## config.mk

```make
export PLATFORM = sky130hd
export DESIGN_NAME = serial_adder_datapath
export DESIGN_NICKNAME = d
export VERILOG_FILES = /design/src/rtl/serial_adder_datapath.sv
export SDC_FILE = /design/constraint.sdc
export NUM_CORES = 1
export LEC_CHECK = 0
export BUFFER_PORTS_ARGS = -buffer_cell sky130_fd_sc_hd__buf_2
export CORE_MARGIN = 2
export CORE_UTILIZATION = 45
export CTS_BUF_LIST = sky130_fd_sc_hd__clkbuf_2
export DETAILED_ROUTE_END_ITERATION = 6
export PLACE_DENSITY_LB_ADDON = 0.3
export SLEW_MARGIN = 10
export SYNTH_ARGS = -nofsm -noshare
export SYNTH_HDL_FRONTEND = slang
export SYNTH_SLANG_ARGS = --single-unit
```

## constraint.sdc

```tcl
create_clock -name clk -period 2.44 [get_ports clk]
set_input_delay 0.488 -clock clk [delete_from_list [all_inputs] [get_ports clk]]
set_output_delay 0.488 -clock clk [all_outputs]
set_load 0.01 [all_outputs]
```

## src/rtl/serial_adder_datapath.sv

```systemverilog
`default_nettype none
// ============================================================================
// Module      : serial_adder_datapath
// Description : Bit-serial add datapath (LSB first) with operand, carry,
//               result and bit-count registers, driven by external strobes.
// Revision    : 1.0 - initial release
// ============================================================================
module serial_adder_datapath #(
    parameter int WIDTH = 8
) (
    input  logic             clk,
    input  logic             Mrst,
    input  logic [WIDTH-1:0] a,
    input  logic [WIDTH-1:0] b,
    input  logic             load,
    input  logic             enable,
    input  logic             rst_sum,
    input  logic             rst_reg,
    output logic [WIDTH-1:0] sum,
    output logic             cout,
    output logic             counterflag
);

    localparam int CW = $clog2(WIDTH + 1);
    localparam logic [CW-1:0] c_CNT_MAX  = CW'(WIDTH);
    localparam logic [CW-1:0] c_CNT_LAST = CW'(WIDTH - 1);

    logic [WIDTH-1:0] r_a;
    logic [WIDTH-1:0] r_b;
    logic [WIDTH-1:0] r_s;
    logic             r_carry;
    logic             r_cout;
    logic [CW-1:0]    r_cnt;

    logic w_cnt_full;
    logic w_step;
    logic w_last_step;
    logic w_bit_sum;
    logic w_carry_next;

    assign w_cnt_full   = (r_cnt == c_CNT_MAX);
    // A step happens only when nothing higher-priority claims the edge and
    // the counter has not saturated.
    assign w_step       = enable & ~load & ~rst_reg & ~w_cnt_full;
    assign w_last_step  = w_step & (r_cnt == c_CNT_LAST);
    assign w_bit_sum    = r_a[0] ^ r_b[0] ^ r_carry;
    assign w_carry_next = (r_a[0] & r_b[0]) | (r_a[0] & r_carry) | (r_b[0] & r_carry);

    always_ff @(posedge clk or negedge Mrst) begin
        if (!Mrst) begin
            r_a     <= '0;
            r_b     <= '0;
            r_carry <= 1'b0;
            r_cnt   <= '0;
        end else if (rst_reg) begin
            r_a     <= '0;
            r_b     <= '0;
            r_carry <= 1'b0;
            r_cnt   <= '0;
        end else if (load) begin
            r_a     <= a;
            r_b     <= b;
            r_carry <= 1'b0;
            r_cnt   <= '0;
        end else if (w_step) begin
            r_a     <= {1'b0, r_a[WIDTH-1:1]};
            r_b     <= {1'b0, r_b[WIDTH-1:1]};
            r_carry <= w_carry_next;
            r_cnt   <= r_cnt + 1'b1;
        end
    end

    // Result side is independent of rst_reg so a finished sum survives it.
    always_ff @(posedge clk or negedge Mrst) begin
        if (!Mrst) begin
            r_s    <= '0;
            r_cout <= 1'b0;
        end else if (rst_sum) begin
            r_s    <= '0;
            r_cout <= 1'b0;
        end else if (w_step) begin
            r_s <= {w_bit_sum, r_s[WIDTH-1:1]};
            if (w_last_step) begin
                r_cout <= w_carry_next;
            end
        end
    end

    assign sum         = r_s;
    assign cout        = r_cout;
    assign counterflag = w_cnt_full;

endmodule
`default_nettype wire

```

==> summary.md, run 1 <==
| Metric | Value |
|---|---|
| Status | `finished clean` |
| TritonCTS Buffers | `5` |
| # rows | `21` |
| Synth top area share | `48.4%` |
| Least-Margin Pin Slew | `0.668 ns` |
| # hold bufs at CTS | `0` |
| Distinct cells, synth | `27` |
| Syn Inst Count | `around 170` |
| CP arrival | `1.62 ns` |
| Detailed Routing Iterations Pass 1 | `4` |
| CP endpoint kind | `primary output` |
| Max Clock Freq | `0.475 GHz` |
| Setup TNS | `0 ns` |
| Post-route minimum period | `roughly 2.1 ns` |
| Most common cell in the netlist | `dfrtp_1` |
| Final ANT Viol Nets | `0` |
| Min Hold Slack | `about 0.11 ns` |
| Starting density of the core | `between 40% and 50%` |
| Drt via density | `5.72` |
| Worst hold-check path type | `in -> async` |
| Total power | `0.000878 W` |
| Post-CTS resize count | `0` |
| Power Density | `501 nW/um^2` |
| Asr flop ratio synth | `100%` |
| Port Buf Inserts | `31` |
| Synth cell count leaders | `dfrtp_1 (30), o21ai_0 (26), inv_1 (18)` |
| CTS clk-pin slew, worst paths | `between 0.15 and 0.2 ns` |
| Total number of vias | `approximately 1400` |
| Area of the core | `about 3300 um^2` |
| Synth Warn # | `0` |
| Largest cells by area after synthesis | `dfrtp_1 (48%), o21ai_0 (8.4%), a221oi_1 (7.9%), a31oi_1 (5.6%), a21oi_1 (4.8%)` |
| Max FO, Critical Path | `17` |
| Largest net degree at the start of global routing | `35` |
| Layout fillers | `337` |
| Syn Nets | `193` |
| Max-Cap Viols | `0` |
| H-Tree Depth | `2` |
| Clk_lat worst skew | `approximately 0.38 ns` |
| Total grt overflow | `0` |
| DRC violations left | `0` |
| Worst relative slew slack | `55.5%` |
| Netlist Area Pre-Place | `around 1600 um^2` |
| P&R area growth vs syn | `12.9%` |
| Max-slew violations | `0` |
| Startpoint types | `flop` |
| Die Y | `between 60 and 70 um` |
| Dominant synthesized flop cell | `dfrtp_1` |
| Clk buf depth | `2` |
| Die width | `62.7 um` |
| Drt initial violations | `79` |
| Vias in the first global route | `1332` |
| Wire per inst | `14.9 um` |
| First-pass GRT wire length | `~6200 um` |
| Final setup fails | `0` |
| Largest area contributor in the netlist | `dfrtp_1` |
| CTS tree | `yes` |
| Leakage power | `between 0.8 and 0.9 nW` |
| DIE AREA | `~4000 um^2` |
| IO Pins | `32` |
| Peak supply drop | `0.000269 V` |
| # diodes | `0` |
| Initial antenna violation count | `0` |
| Syn Area/Cell | `9.23 um^2` |
| Nets | `about 220` |
| Routed WL | `3570 um` |
| Final hold violation count | `0` |
| Tot GR Track Use | `around 20%` |
| Setup Skew | `0.0149 ns` |
| TritonCTS Sinks | `30` |
| Setup Crit Path Kind | `reg -> out` |
| Unrepaired setup endpoints after global routing | `false` |
| Final Cycle Share | `86.2%` |
| Detailed placer's ending HPWL | `~2300 um` |
| Share of cells above drive strength 1 | `24.2%` |
| Register area share after synthesis | `between 40% and 50%` |
| Routability Congestion | `0.758` |
| Total setup buffers inserted after CTS | `0` |
| Clock Tree Root | `clkbuf_2` |
| Post-synth EDFFs | `0` |
| Worst EP required | `1.95 ns` |
| Post-synthesis register bit count | `30` |
## per-layer routing
metal  part of all wire (%)  track usage [%]  vias up
met5                      0                0        -
met4                   0.87             6.39        0
met1                     44             25.6      674
met3                    5.2             6.13        4
li1                       -                -      658
met2                     49             31.2       36
## worst max-delay path, stage by stage (launching register included)
cell      delay, ns
dfrtp_1        0.45
inv_1          0.09
ha_1           0.20
nand3b_4       0.09
inv_2          0.21
buf_2          0.19
## cell usage in the layout, fill, tap and decap left out, types with 2 or more instances in the layout
| cell type | instances |
|---|---|
| nand3_1 | 11 |
| clkbuf_2 | 6 |
| inv_1 | 18 |
| buf_2 | 31 |
| ha_1 | 2 |
| o21ai_0 | 26 |
| a221oi_1 | 14 |
| nand4_1 | 2 |
| a31oi_1 | 14 |
| nand2_1 | 5 |
| buf_4 | 4 |
| a21oi_1 | 15 |
| dfrtp_1 | 30 |
| nor2b_1 | 3 |
## flip-flops by register name (all words and copies together) (netlist names)
| name | count |
|---|---|
| r_a | 8 |
| r_b | 8 |
| sum | 8 |
| r_cnt | 4 |
| cout | 1 |
| r_carry | 1 |
## where the power goes
group	total [W]	internal [W]	switching [W]	leakage, nW
logic	0.000102	0.0000395	0.0000624	0.403
registers	0.000528	0.000516	0.0000113	0.404
clock network	0.000248	0.0000703	0.000178	0.0304
total	0.000878	0.000626	0.000252	0.838
## cell type report
cell class / instances / area [um^2] / area share (%)
Tap cell: 46 / 57.6 / 3.29
Clock inverter: 2 / 8.76 / 0.500
Clock buffer: 6 / 30.0 / 1.72
Sequential cell: 30 / 751 / 42.9
Timing Repair Buffer: 35 / 185 / 10.6
Multi-Input combinational cell: 102 / 647 / 37.0
Inverter: 19 / 71.3 / 4.07
## stage by stage
stage	cells	setup slack (ns)	cell area [um^2]	util, %
floorplan	168	0.855	1550	-
global placement	232	0.719	1710	51.7
detailed placement	232	0.623	1710	51.7
CTS	240	0.322	1750	52.9
global route	240	0.225	1750	52.9
finish	240	0.337	1750	52.9
## worst paths after layout
check | cells past startpoint | from | end | slack, ns
worst max-delay path | 5 | r_cnt[0] | counterflag | 0.34
worst min-delay path | 1 | Mrst | r_cnt[2] | 0.11
worst max register to register | 7 | r_cnt[0] | r_a[4] | 0.64
worst min register to register | 2 | sum[0] | sum[0] | 0.55
max in group asynchronous | 1 | Mrst | sum[0] | 1.89
min in group clk | 3 | a[7] | r_a[7] | 0.33
## cell families (layout without fill, tap and decap cells)
group / Yosys count / after routing / synth area share [%]
AO/OA/AOI/OAI: 71 / 71 / 27.7
multiplexers: 1 / 1 / 0.646
flip-flops: 30 / 30 / 48.4
buffers and inverters: 36 / 62 / 9.85
AND/OR/NAND/NOR: 27 / 27 / 10.5
adder cells (fa/ha/maj): 3 / 3 / 2.91
Note: power is estimated with default switching activity, not from simulation.
==> inputs of run 2 (changes only) <==
--- a/config.mk
+++ b/config.mk
@@ -10,7 +10,7 @@
 export CORE_UTILIZATION = 45
 export CTS_BUF_LIST = sky130_fd_sc_hd__clkbuf_2
 export DETAILED_ROUTE_END_ITERATION = 6
-export PLACE_DENSITY_LB_ADDON = 0.3
+export PLACE_DENSITY = 0.76
 export SLEW_MARGIN = 10
 export SYNTH_ARGS = -nofsm -noshare
 export SYNTH_HDL_FRONTEND = slang
==> summary.md, run 2 (synthesis gave the netlist of run 1 again) <==
| Metric | Value |
|---|---|
| Final Cycle Share | `86.6%` |
| Routed WL | `3340 um` |
| Setup TNS | `0 ns` |
| Post-route insts no fill | `240` |
| Most frequent cells in the layout | `buf_2 (31), dfrtp_1 (30), o21ai_0 (26), inv_1 (18), a21oi_1 (15)` |
| Setup Crit Path Kind | `reg -> out` |
| Clock Tree Root | `clkbuf_2` |
| Final setup fails | `0` |
| Clk buf depth | `2` |
| Final core occ | `~53%` |
| Die width | `between 60 and 70 um` |
| R2R Path Start | `r_cnt[0]` |
| Initial antenna violation count | `0` |
| Max-slew violations | `0` |
| Worst relative slew slack | `55.4%` |
| Max-Cap Viols | `0` |
| Reg2Reg Depth | `7` |
| Power Density | `495 nW/um^2` |
| P&R area growth vs syn | `12.9%` |
| IO Pins | `32` |
| Layout fillers | `355` |
| Peak supply drop | `0.000318 V` |
| Placed Instances | `232` |
| Drt via density | `5.48` |
| Post-route minimum period | `between 2 and 2.5 ns` |
| # hold bufs at CTS | `0` |
| Final ANT Viol Nets | `0` |
| H-Tree Depth | `2` |
| Drt initial violations | `54` |
| TritonCTS Buffers | `5` |
| Total setup buffers inserted after CTS | `0` |
| Die Y | `between 60 and 70 um` |
| CTS tree | `yes` |
| Flop-to-flop setup slack | `0.72 ns` |
| DRC violations left | `0` |
| Total grt overflow | `0` |
| Leakage power | `0.838 nW` |
| Area of the core | `roughly 3300 um^2` |
| Max Clock Freq | `0.473 GHz` |
| DIE AREA | `3930 um^2` |
| Nets | `roughly 220` |
| Detailed placer's ending HPWL | `about 2100 um` |
| Share of cells above drive strength 1 | `24.2%` |
| CTS clk-pin slew, worst paths | `0.16 ns` |
| Startpoint types | `flop` |
| # diodes | `0` |
| Worst EP required | `1.95 ns` |
| Setup Skew | `0.0142 ns` |
| Clk_lat worst skew | `0.37 ns` |
| Unrepaired setup endpoints after global routing | `false` |
| # rows | `21` |
| Commonest non-fill, non-tap cell in the layout | `buf_2` |
| Total number of vias | `1316` |
| CP arrival | `approximately 1.6 ns` |
| Detailed Routing Iterations Pass 1 | `4` |
| Largest net degree at the start of global routing | `31` |
| Max FO, Critical Path | `19` |
| Routability Congestion | `0.729` |
| Wire per inst | `13.9 um` |
| Least-Margin Pin Slew | `0.669 ns` |
| Vias in the first global route | `1280` |
| Crit path from | `r_cnt[0]` |
| Min Hold Slack | `0.125 ns` |
| CP endpoint kind | `primary output` |
| Total power | `0.000866 W` |
| Starting density of the core | `46.8%` |
| Port Buf Inserts | `31` |
| Final hold violation count | `0` |
| Worst hold-check path type | `in -> async` |
| Tot GR Track Use | `18.5%` |
| TritonCTS Sinks | `30` |
| Post-CTS resize count | `0` |
| First-pass GRT wire length | `5760 um` |
| Status | `finished clean` |
| R2r endpoint | `r_a[0]` |
[run 2: cell counts in the layout (fill, tap and decap cells not counted)]
No cell type changed its count.
[run 2: final cells by class]
class	instances	area, um^2	area share [%]
flip-flops and latches	30	751	42.9
repair buffers	35	185	10.6
inverters	19	71.3	4.07
multi-input cells	102	647	37.0
clock buffers	6	30.0	1.72
clock inverters	2	8.76	0.500
well taps	46	57.6	3.29
[run 2: where the power goes]
group          switching, W  internal, W
registers         0.0000109     0.000516
logic             0.0000611    0.0000392
clock network      0.000168    0.0000704
[run 2: metal layers]
metal | track usage [%] | share of wire (%) | routed length (um)
met1 | 23.2 | 46 | 1550
met4 | 9.17 | 1.6 | 54
met5 | 0 | 0 | 0
met2 | 30.2 | 47 | 1580
met3 | 4.14 | 4.8 | 161
[run 2: worst max path at each step]
| stage | endpoint | slack (ns) | depth (start not counted) |
|---|---|---|---|
| floorplan | counterflag | 0.86 | 6 |
| global placement | sum[0] | 0.73 | 4 |
| detailed placement | sum[0] | 0.72 | 4 |
| CTS | counterflag | 0.33 | 5 |
| global route | counterflag | 0.23 | 5 |
| finish | counterflag | 0.33 | 5 |
[run 2: critical path: stages, from the launching register on]
cell and delay, ns:
dfrtp_1 0.44, inv_1 0.09, ha_1 0.20, nand3b_4 0.09, inv_2 0.25, buf_2 0.19
[run 2: per-stage QoR]
stage	worst slack, ns	cell area, um^2
after floorplan	0.855	1550
after global placement	0.732	1710
after detailed placement	0.718	1710
after CTS	0.326	1750
after global routing	0.232	1750
final	0.327	1750
